===== src/rtl/car_spawn_gen_if.sv =====
// rtl/car_spawn_gen_if.sv - control and observation bundle between the spawn driver and car_spawn_gen
interface car_spawn_gen_if #(
   parameter int LFSR_W = 16,
   parameter int CNT_W  = 8
) ();
   logic              enable;
   logic [2:0]        density;
   logic              force_car;
   logic              add_car_rand;
   logic [CNT_W-1:0]  car_count;
   logic [LFSR_W-1:0] lfsr_state;

   modport master (
      output enable, density, force_car,
      input  add_car_rand, car_count, lfsr_state
   );

   modport slave (
      input  enable, density, force_car,
      output add_car_rand, car_count, lfsr_state
   );
endinterface


===== src/rtl/car_spawn_gen.sv =====
// rtl/car_spawn_gen.sv - LFSR-driven car spawner emitting spaced one-cycle add pulses
module car_spawn_gen #(
   parameter int                LFSR_W  = 16,
   parameter logic [LFSR_W-1:0] SEED    = LFSR_W'(16'hACE1),
   parameter int                HOLDOFF = 4,
   parameter int                CNT_W   = 8
) (
   input  logic            traffic_clk,
   input  logic            reset,
   car_spawn_gen_if.slave  bus
);

   localparam logic [LFSR_W-1:0] LFSR_MASK = LFSR_W'(16'hB400);
   localparam logic [LFSR_W-1:0] SEED_EFF  = (SEED == '0) ? LFSR_W'(1) : SEED;
   localparam int                HC_W      = $clog2(HOLDOFF + 1);
   localparam logic [HC_W-1:0]   HOLD_LOAD = HC_W'(HOLDOFF - 2);

   localparam logic [1:0] ARMED = 2'd0;
   localparam logic [1:0] FIRE  = 2'd1;
   localparam logic [1:0] HOLD  = 2'd2;

   logic [1:0]        state_q, state_d;
   logic [HC_W-1:0]   hold_cnt_q, hold_cnt_d;
   logic              force_pend_q, force_pend_d;
   logic [LFSR_W-1:0] lfsr_q, lfsr_d;
   logic [CNT_W-1:0]  car_count_q, car_count_d;
   logic              hit;

   always_comb begin
      lfsr_d       = (lfsr_q >> 1) ^ (lfsr_q[0] ? LFSR_MASK : '0);
      hit          = bus.enable && (force_pend_q || bus.force_car || (lfsr_q[2:0] < bus.density));
      state_d      = state_q;
      hold_cnt_d   = hold_cnt_q;
      force_pend_d = force_pend_q;
      car_count_d  = car_count_q;

      // A request that cannot be served this cycle is remembered (one deep).
      if (bus.force_car && ((state_q != ARMED) || !bus.enable)) begin
         force_pend_d = 1'b1;
      end

      case (state_q)
         ARMED: begin
            if (hit) begin
               state_d      = FIRE;
               force_pend_d = 1'b0;
               if (car_count_q != '1) begin
                  car_count_d = car_count_q + CNT_W'(1);
               end
            end
         end
         FIRE: begin
            if (HOLDOFF == 2) begin
               state_d = ARMED;
            end else begin
               state_d    = HOLD;
               hold_cnt_d = HOLD_LOAD;
            end
         end
         HOLD: begin
            hold_cnt_d = hold_cnt_q - HC_W'(1);
            if (hold_cnt_q == HC_W'(1)) begin
               state_d = ARMED;
            end
         end
         default: begin
            state_d = ARMED;
         end
      endcase
   end

   always_ff @(posedge traffic_clk) begin
      if (reset) begin
         state_q      <= ARMED;
         hold_cnt_q   <= '0;
         force_pend_q <= 1'b0;
         lfsr_q       <= SEED_EFF;
         car_count_q  <= '0;
      end else begin
         state_q      <= state_d;
         hold_cnt_q   <= hold_cnt_d;
         force_pend_q <= force_pend_d;
         lfsr_q       <= lfsr_d;
         car_count_q  <= car_count_d;
      end
   end

   assign bus.add_car_rand = (state_q == FIRE);
   assign bus.car_count    = car_count_q;
   assign bus.lfsr_state   = lfsr_q;

endmodule


===== src/flat_wrapper.sv =====
// flat-port wrapper written by rule: the top's interface ports become plain ports
module car_spawn_gen_flat 
#(
   parameter int                LFSR_W  = 16,
   parameter logic [LFSR_W-1:0] SEED    = LFSR_W'(16'hACE1),
   parameter int                HOLDOFF = 4,
   parameter int                CNT_W   = 8
)
  (traffic_clk, reset, bus_enable, bus_density, bus_force_car, bus_add_car_rand, bus_car_count, bus_lfsr_state);
  car_spawn_gen_if #(.LFSR_W(LFSR_W), .CNT_W(CNT_W)) bus_i ();
  input  logic traffic_clk;
  input  logic reset;
  input wire logic [$bits(bus_i.enable)-1:0] bus_enable;
  input wire logic [$bits(bus_i.density)-1:0] bus_density;
  input wire logic [$bits(bus_i.force_car)-1:0] bus_force_car;
  output wire logic [$bits(bus_i.add_car_rand)-1:0] bus_add_car_rand;
  output wire logic [$bits(bus_i.car_count)-1:0] bus_car_count;
  output wire logic [$bits(bus_i.lfsr_state)-1:0] bus_lfsr_state;
  assign bus_i.enable = bus_enable;
  assign bus_i.density = bus_density;
  assign bus_i.force_car = bus_force_car;
  assign bus_add_car_rand = bus_i.add_car_rand;
  assign bus_car_count = bus_i.car_count;
  assign bus_lfsr_state = bus_i.lfsr_state;
  car_spawn_gen #(.LFSR_W(LFSR_W), .SEED(SEED), .HOLDOFF(HOLDOFF), .CNT_W(CNT_W)) u_core (.traffic_clk(traffic_clk), .reset(reset), .bus(bus_i));
endmodule

===== config.mk =====
export PLATFORM = sky130hd
export DESIGN_NAME = car_spawn_gen_flat
export DESIGN_NICKNAME = d
export VERILOG_FILES = /design/src/rtl/car_spawn_gen_if.sv /design/src/rtl/car_spawn_gen.sv /design/src/flat_wrapper.sv
export SDC_FILE = /design/constraint.sdc
export NUM_CORES = 1
export LEC_CHECK = 0
export BUFFER_PORTS_ARGS = -buffer_cell sky130_fd_sc_hd__buf_2
export CORE_MARGIN = 2
export CORE_UTILIZATION = 52
export CTS_CLUSTER_DIAMETER = 80
export DETAILED_ROUTE_END_ITERATION = 8
export GPL_ROUTABILITY_DRIVEN = 0
export GPL_TIMING_DRIVEN = 0
export HOLD_SLACK_MARGIN = 0.12
export PLACE_DENSITY = 0.88
export SETUP_SLACK_MARGIN = 0.05
export SYNTH_ARGS = -nofsm -noshare
export SYNTH_HDL_FRONTEND = slang
export SYNTH_SLANG_ARGS = --single-unit

===== constraint.sdc =====
create_clock -name traffic_clk -period 2.4 [get_ports traffic_clk]
set_clock_uncertainty 0.2 [all_clocks]
set_input_delay 0.48 -clock traffic_clk [delete_from_list [all_inputs] [get_ports traffic_clk]]
set_output_delay 0.48 -clock traffic_clk [all_outputs]
set_load 0.01 [all_outputs]

Yosys cells after proc, flatten, opt, wreduce, memory -nomap -nowiden
Cells that the tools add are included.
{ "classes": {"n_addsub": 2, "multipliers": 0, "div": 0, "order_cmp": 1, "eq_ne": 6, "n_shift": 0, "muxes": 8, "bitwise": 1, "n_reduce_logical": 11} }
{ "op_table": {"columns": ["op", "n"], "rows": [
  ["2-to-1 mux 16 bit", 1],
  ["XOR 15 x 16 -> 16 bit", 1],
  ["adder 8 x 1 -> 8 bit, second input constant", 1],
  ["inequality test 8 bit, second input constant", 1],
  ["one-hot mux 2 bit (3 select lines)", 1],
  ["one-hot mux 3 bit (2 select lines)", 1],
  ["2-to-1 mux 2 bit", 2],
  ["inequality test 2 x 1 -> 1 bit, second input constant", 2],
  ["nonzero test 2 bit", 2],
  ["== test 3 x 1 -> 1 bit, second input constant", 1],
  ["logical OR 1 bit", 3],
  ["less-than comparator 3 bit", 1],
  ["2-to-1 mux 1 bit", 3],
  ["AND reduction 3 bit", 1],
  ["subtractor 3 x 1 -> 3 bit, second input constant", 1],
  ["== test 2 x 1 -> 1 bit, second input constant", 1],
  ["== test 2 bit, second input constant", 1],
  ["logical AND 1 bit", 2],
  ["zero test 2 bit", 1],
  ["AND reduction 2 bit", 1],
  ["zero test 1 bit", 1]
]} }
{ "totals": {"reg_bits": 30, "latchBits": 0, "ramBits": 0, "rom_bits": 0, "output_inout_bits": 25, "wordCells": 34, "memories": 0} }

Logic depth before layout (Yosys ltp)
{ "depth": {"ltp_word": 6, "depth_mapped": 7} }

Worst setup path after synthesis
No wires, ideal clock.
{ "synth_path": {"path_type": "in2reg", "start": "input bus_density[2]", "end": "register u_core.state_q[0]", "setup_ns": 0.128, "arrival_ns": 1.606, "t_required_ns": 2.072, "setup_slack_ns": 0.466, "stages": 7, "path_buffers": 0, "cell_sequence": "inv_1 > ha_1 > a21oi_1 > o21ai_2 > a31oi_1 > mux2i_1 > nor2_1"} }
{ "synth_between": {"elab_chain_len": 5} }
{ "synth_rtl": {"columns": ["element", "line_no", "source"], "rows": [
  ["start: declaration", "flat_wrapper.sv:14", "input wire logic [$bits(bus_i.density)-1:0] bus_density;"],
  ["less-than comparator 3 bit", "car_spawn_gen.sv:31", "hit = bus.enable && (force_pend_q || bus.force_car || (lfsr_q[2:0] < bus.density));"],
  ["logical OR 1 bit", "car_spawn_gen.sv:31", null],
  ["logical AND 1 bit", "car_spawn_gen.sv:31", null],
  ["inequality test 2 x 1 -> 1 bit (no line)", null, null],
  ["AND reduction 2 bit (no line)", null, null],
  ["end signal: assignment", "car_spawn_gen.sv:80", "state_q <= state_d;"],
  ["end: declaration", "car_spawn_gen.sv:22", "logic [1:0] state_q, state_d;"]
]} }
No other way between the ends.
A chain may end at the register's enable or synchronous reset.

Worst setup path after layout
{ "layout_path": {"start": "register u_core.car_count_q[0] (netlist: u_core.bus.car_count[0])", "end": "register u_core.car_count_q[7] (netlist: u_core.bus.car_count[7])"} }
{ "layout_between": {"elab_chain_len": 2, "elab_cells_between_ends": 3, "classes_between": "add/sub: 1; eq/ne: 1; reduce/logical: 1"} }
{ "layout_rtl": {"columns": ["element", "line_no", "source"], "rows": [
  ["start: declaration", "car_spawn_gen.sv:26", "logic [CNT_W-1:0] car_count_q, car_count_d;"],
  ["start signal: assignment", "car_spawn_gen.sv:84", "car_count_q <= car_count_d;"],
  ["branches (longest 2 deep; another with adder 8 x 1 -> 8 bit)", null, null]
]} }
Parallel ways; which one is timed is not known.

==> summary.txt <==
Pleak = 0.726 nW
Antenna fix cells = 0
Comb power frac = 0.279
Max-Cap Viols = 0
R2R Path End = u_core.bus.car_count[7]
Synth-to-Final Area Change = 18.3%
Worst skew pair latency = 0.33 ns
Syn_area_per_cell = 9.95 µm²
Minimum clock period = 1.94 ns
ANT nets after route = 0
Gr usage total = 0.191
Top delay family on crit path = compound AO/OA/AOI/OAI gates
Final Power = 0.00125 W
Hold path depth = 2
Vias in the first global route = 958
Worst setup EP type = register
FF-to-FF Start = u_core.bus.car_count[0]
Net Switching = 0.000397 W
Layout cell share with drive strength beyond 1 = 0.374
Initial Util = 0.546
Via Count = 1006
Worst VDD drop = 0.500 mV
Crit share post-route = 0.810
Port bufs = 30
Die Height = 55.0 µm
Io pins = 32
Reg2reg path depth = 6
Post-synth cell types = 31
Core Area = 0.00248 mm²
CP max stage cell = o311ai_4
Initial antenna violation count = 0
Post-CTS resize count = 0
Post-CTS setup buffer count = 0
Crit start category = register
CP Buf/Inv Count = 0
Sw frac = 0.317
Pwr/cell area = 782 mW/mm²
Wire length per cell = 11.9 µm
CTS tree = yes
H-Tree Level Count = 2
Hold Path Origin = bus_enable
CTS sink cnt = 30
Max FO, Critical Path = 6
Slew Limit Fails = 0
Max Fclk = 515 MHz
Clock Tree Buf Depth = 2
Sequential fraction of the synthesis area = 0.444
Syn_nets = 152
First-pass DRT Iterations = 4
Hold endpoint = u_core.force_pend_q
Outcome = completed
First-pass GRT wire length = 3890 µm
P_int = 0.000856 W
Nets@finish = 189
Syn Std Cell Area = 0.00135 mm²
Arrival @ worst endpoint = 2.01 ns
Relative slew slack = 0.577
Hold Fails Final Rpt = 0
DR vias/cell = 4.93
Register bit count reported by yosys = 30
Dpl hpwl = 1820 µm
Total Wirelength = 2430 µm
Die width = 55.0 µm
Drt initial violations = 10
Total negative setup slack = 0 ns
Fillers = 225
Register clock-pin slew on the reported worst setup and hold paths = 0.09 ns
CTS hold repair buffers = 0
Most frequent cells in the layout = 30 x buf_2, 30 x dfxtp_1, 14 x nor2_1
Die ar. = 0.00303 mm²
CP cell instances = ha_1, nand3_2, o311ai_4, a211oi_2, a31o_1, a21oi_2
Seq pwr share = 0.473
Clock root buffer = clkbuf_4
Crit path largest cell delay = 0.46 ns
TritonCTS Buffers = 5
WP data required = 2.47 ns
Count of mapped cells out of synthesis = 136
DRC = 0
RSZ-0062 raised after global routing = no
Worst Tran Pin Value = 0.632 ns
Worst reg-to-reg setup slack = 0.46 ns
Largest net degree at the start of global routing = 11
Std cell rows = 18
Worst Hold Class = in -> reg
Setup violations, final = 0
Clock power frac = 0.248
Grt ovf = 0
Crit Path Category = reg -> reg
Ys Warns = 0
[per-layer routing]
metal,track usage,part of all wire,wire length [µm]
met1,0.198,0.42,1020
met2,0.321,0.48,1170
met3,0.0833,0.074,180
met4,0.110,0.024,59
met5,0,0,0
[cell type report]
type / count / area (µm²) / area share
sequential: 30 / 601 / 0.375
clock buffer: 7 / 55.1 / 0.0344
tap: 30 / 37.5 / 0.0234
clock inverter: 1 / 5.00 / 0.00312
buffer: 16 / 109 / 0.0680
timing repair buffer: 30 / 150 / 0.0937
multi-input combinational: 80 / 607 / 0.379
inverter: 10 / 37.5 / 0.0234
[worst reg2reg max path, delay by kind of cell (launching register included)]
family,cells,cell delay (ns)
AOI/OAI and AO/OA,4,0.94
DFF,1,0.40
adders and majority gates,1,0.21
and+or+nand+nor,1,0.13
[cells in the mapped netlist]
library cell | n | share of area
buf_4 | 13 | 0.072
or2_2 | 6 | 0.028
a2111oi_2 | 2 | 0.022
nand2b_1 | 2 | 0.0092
a211oi_1 | 3 | 0.017
xnor2_1 | 9 | 0.058
nand2_1 | 5 | 0.014
nor2_1 | 14 | 0.039
nand4_1 | 1 | 0.0046
o21ai_2 | 1 | 0.0065
o311ai_4 | 1 | 0.019
and3_1 | 1 | 0.0046
clkbuf_1 | 3 | 0.0083
a211oi_2 | 1 | 0.0092
mux2i_1 | 3 | 0.022
nand3_2 | 1 | 0.0074
ha_1 | 9 | 0.083
inv_1 | 10 | 0.028
nor2b_1 | 8 | 0.037
o21ai_0 | 1 | 0.0037
nand3_1 | 1 | 0.0037
nor2b_2 | 1 | 0.0065
a31oi_1 | 1 | 0.0046
a21oi_1 | 3 | 0.011
dfxtp_1 | 30 | 0.44
a21oi_2 | 1 | 0.0065
o22ai_1 | 1 | 0.0046
nor3b_1 | 1 | 0.0055
a31o_1 | 1 | 0.0065
a311oi_1 | 1 | 0.0065
mux2_2 | 1 | 0.0083
[flip-flops by register name, summed over array words and instances (netlist names)]
name	flops
u_core.state_q	2
u_core.bus.car_count	8
u_core.hold_cnt_q	3
u_core.force_pend_q	1
u_core.bus.lfsr_state	16
[cell families (layout without fill, tap and decap cells)]
kind of cell | count (synthesis) | count (layout) | synth area share
xor gates and xnor gates | 9 | 9 | 0.0582
buffers and inverters | 26 | 64 | 0.108
AOI/OAI and AO/OA | 17 | 17 | 0.117
muxes | 4 | 4 | 0.0305
DFF | 30 | 30 | 0.444
adders and majority gates | 9 | 9 | 0.0832
and+or+nand+nor | 41 | 41 | 0.159
[power groups by stage]
stage / registers [W] / logic (W) / clock network (W)
6_report: 0.000593 / 0.000349 / 0.000310
5_1_grt: 0.000599 / 0.000391 / 0.000345
4_1_cts: 0.000594 / 0.000350 / 0.000326
3_3_place_gp: 0.000598 / 0.000328 / 0
3_5_place_dp: 0.000605 / 0.000346 / 0
2_1_floorplan: 0.000602 / 0.000259 / 0
[through the flow]
| stage | util | instances | setup WS (ns) | instance area [µm²] | hold WS (ns) |
|---|---|---|---|---|---|
| floorplan | - | 136 | 0.466 | 1350 | 0.216 |
| global placement | 0.622 | 196 | 0.269 | 1540 | 0.223 |
| detailed placement | 0.622 | 196 | 0.203 | 1540 | 0.233 |
| CTS | 0.646 | 204 | 0.443 | 1600 | 0.173 |
| global route | 0.646 | 204 | 0.276 | 1600 | 0.183 |
| finish | 0.646 | 204 | 0.457 | 1600 | 0.200 |
[worst max path at each step]
stage | start | end | cells after the start
2_1_floorplan | bus_density[2] | u_core.state_q[0] | 7
3_3_place_gp | bus_density[2] | u_core.state_q[0] | 8
3_5_place_dp | bus_density[2] | u_core.state_q[1] | 8
4_1_cts | u_core.bus.lfsr_state[2] | u_core.state_q[1] | 6
5_1_grt | u_core.bus.lfsr_state[2] | u_core.state_q[0] | 6
6_report | u_core.bus.car_count[0] | u_core.bus.car_count[7] | 6
Note: power is estimated with default switching activity, not from simulation.
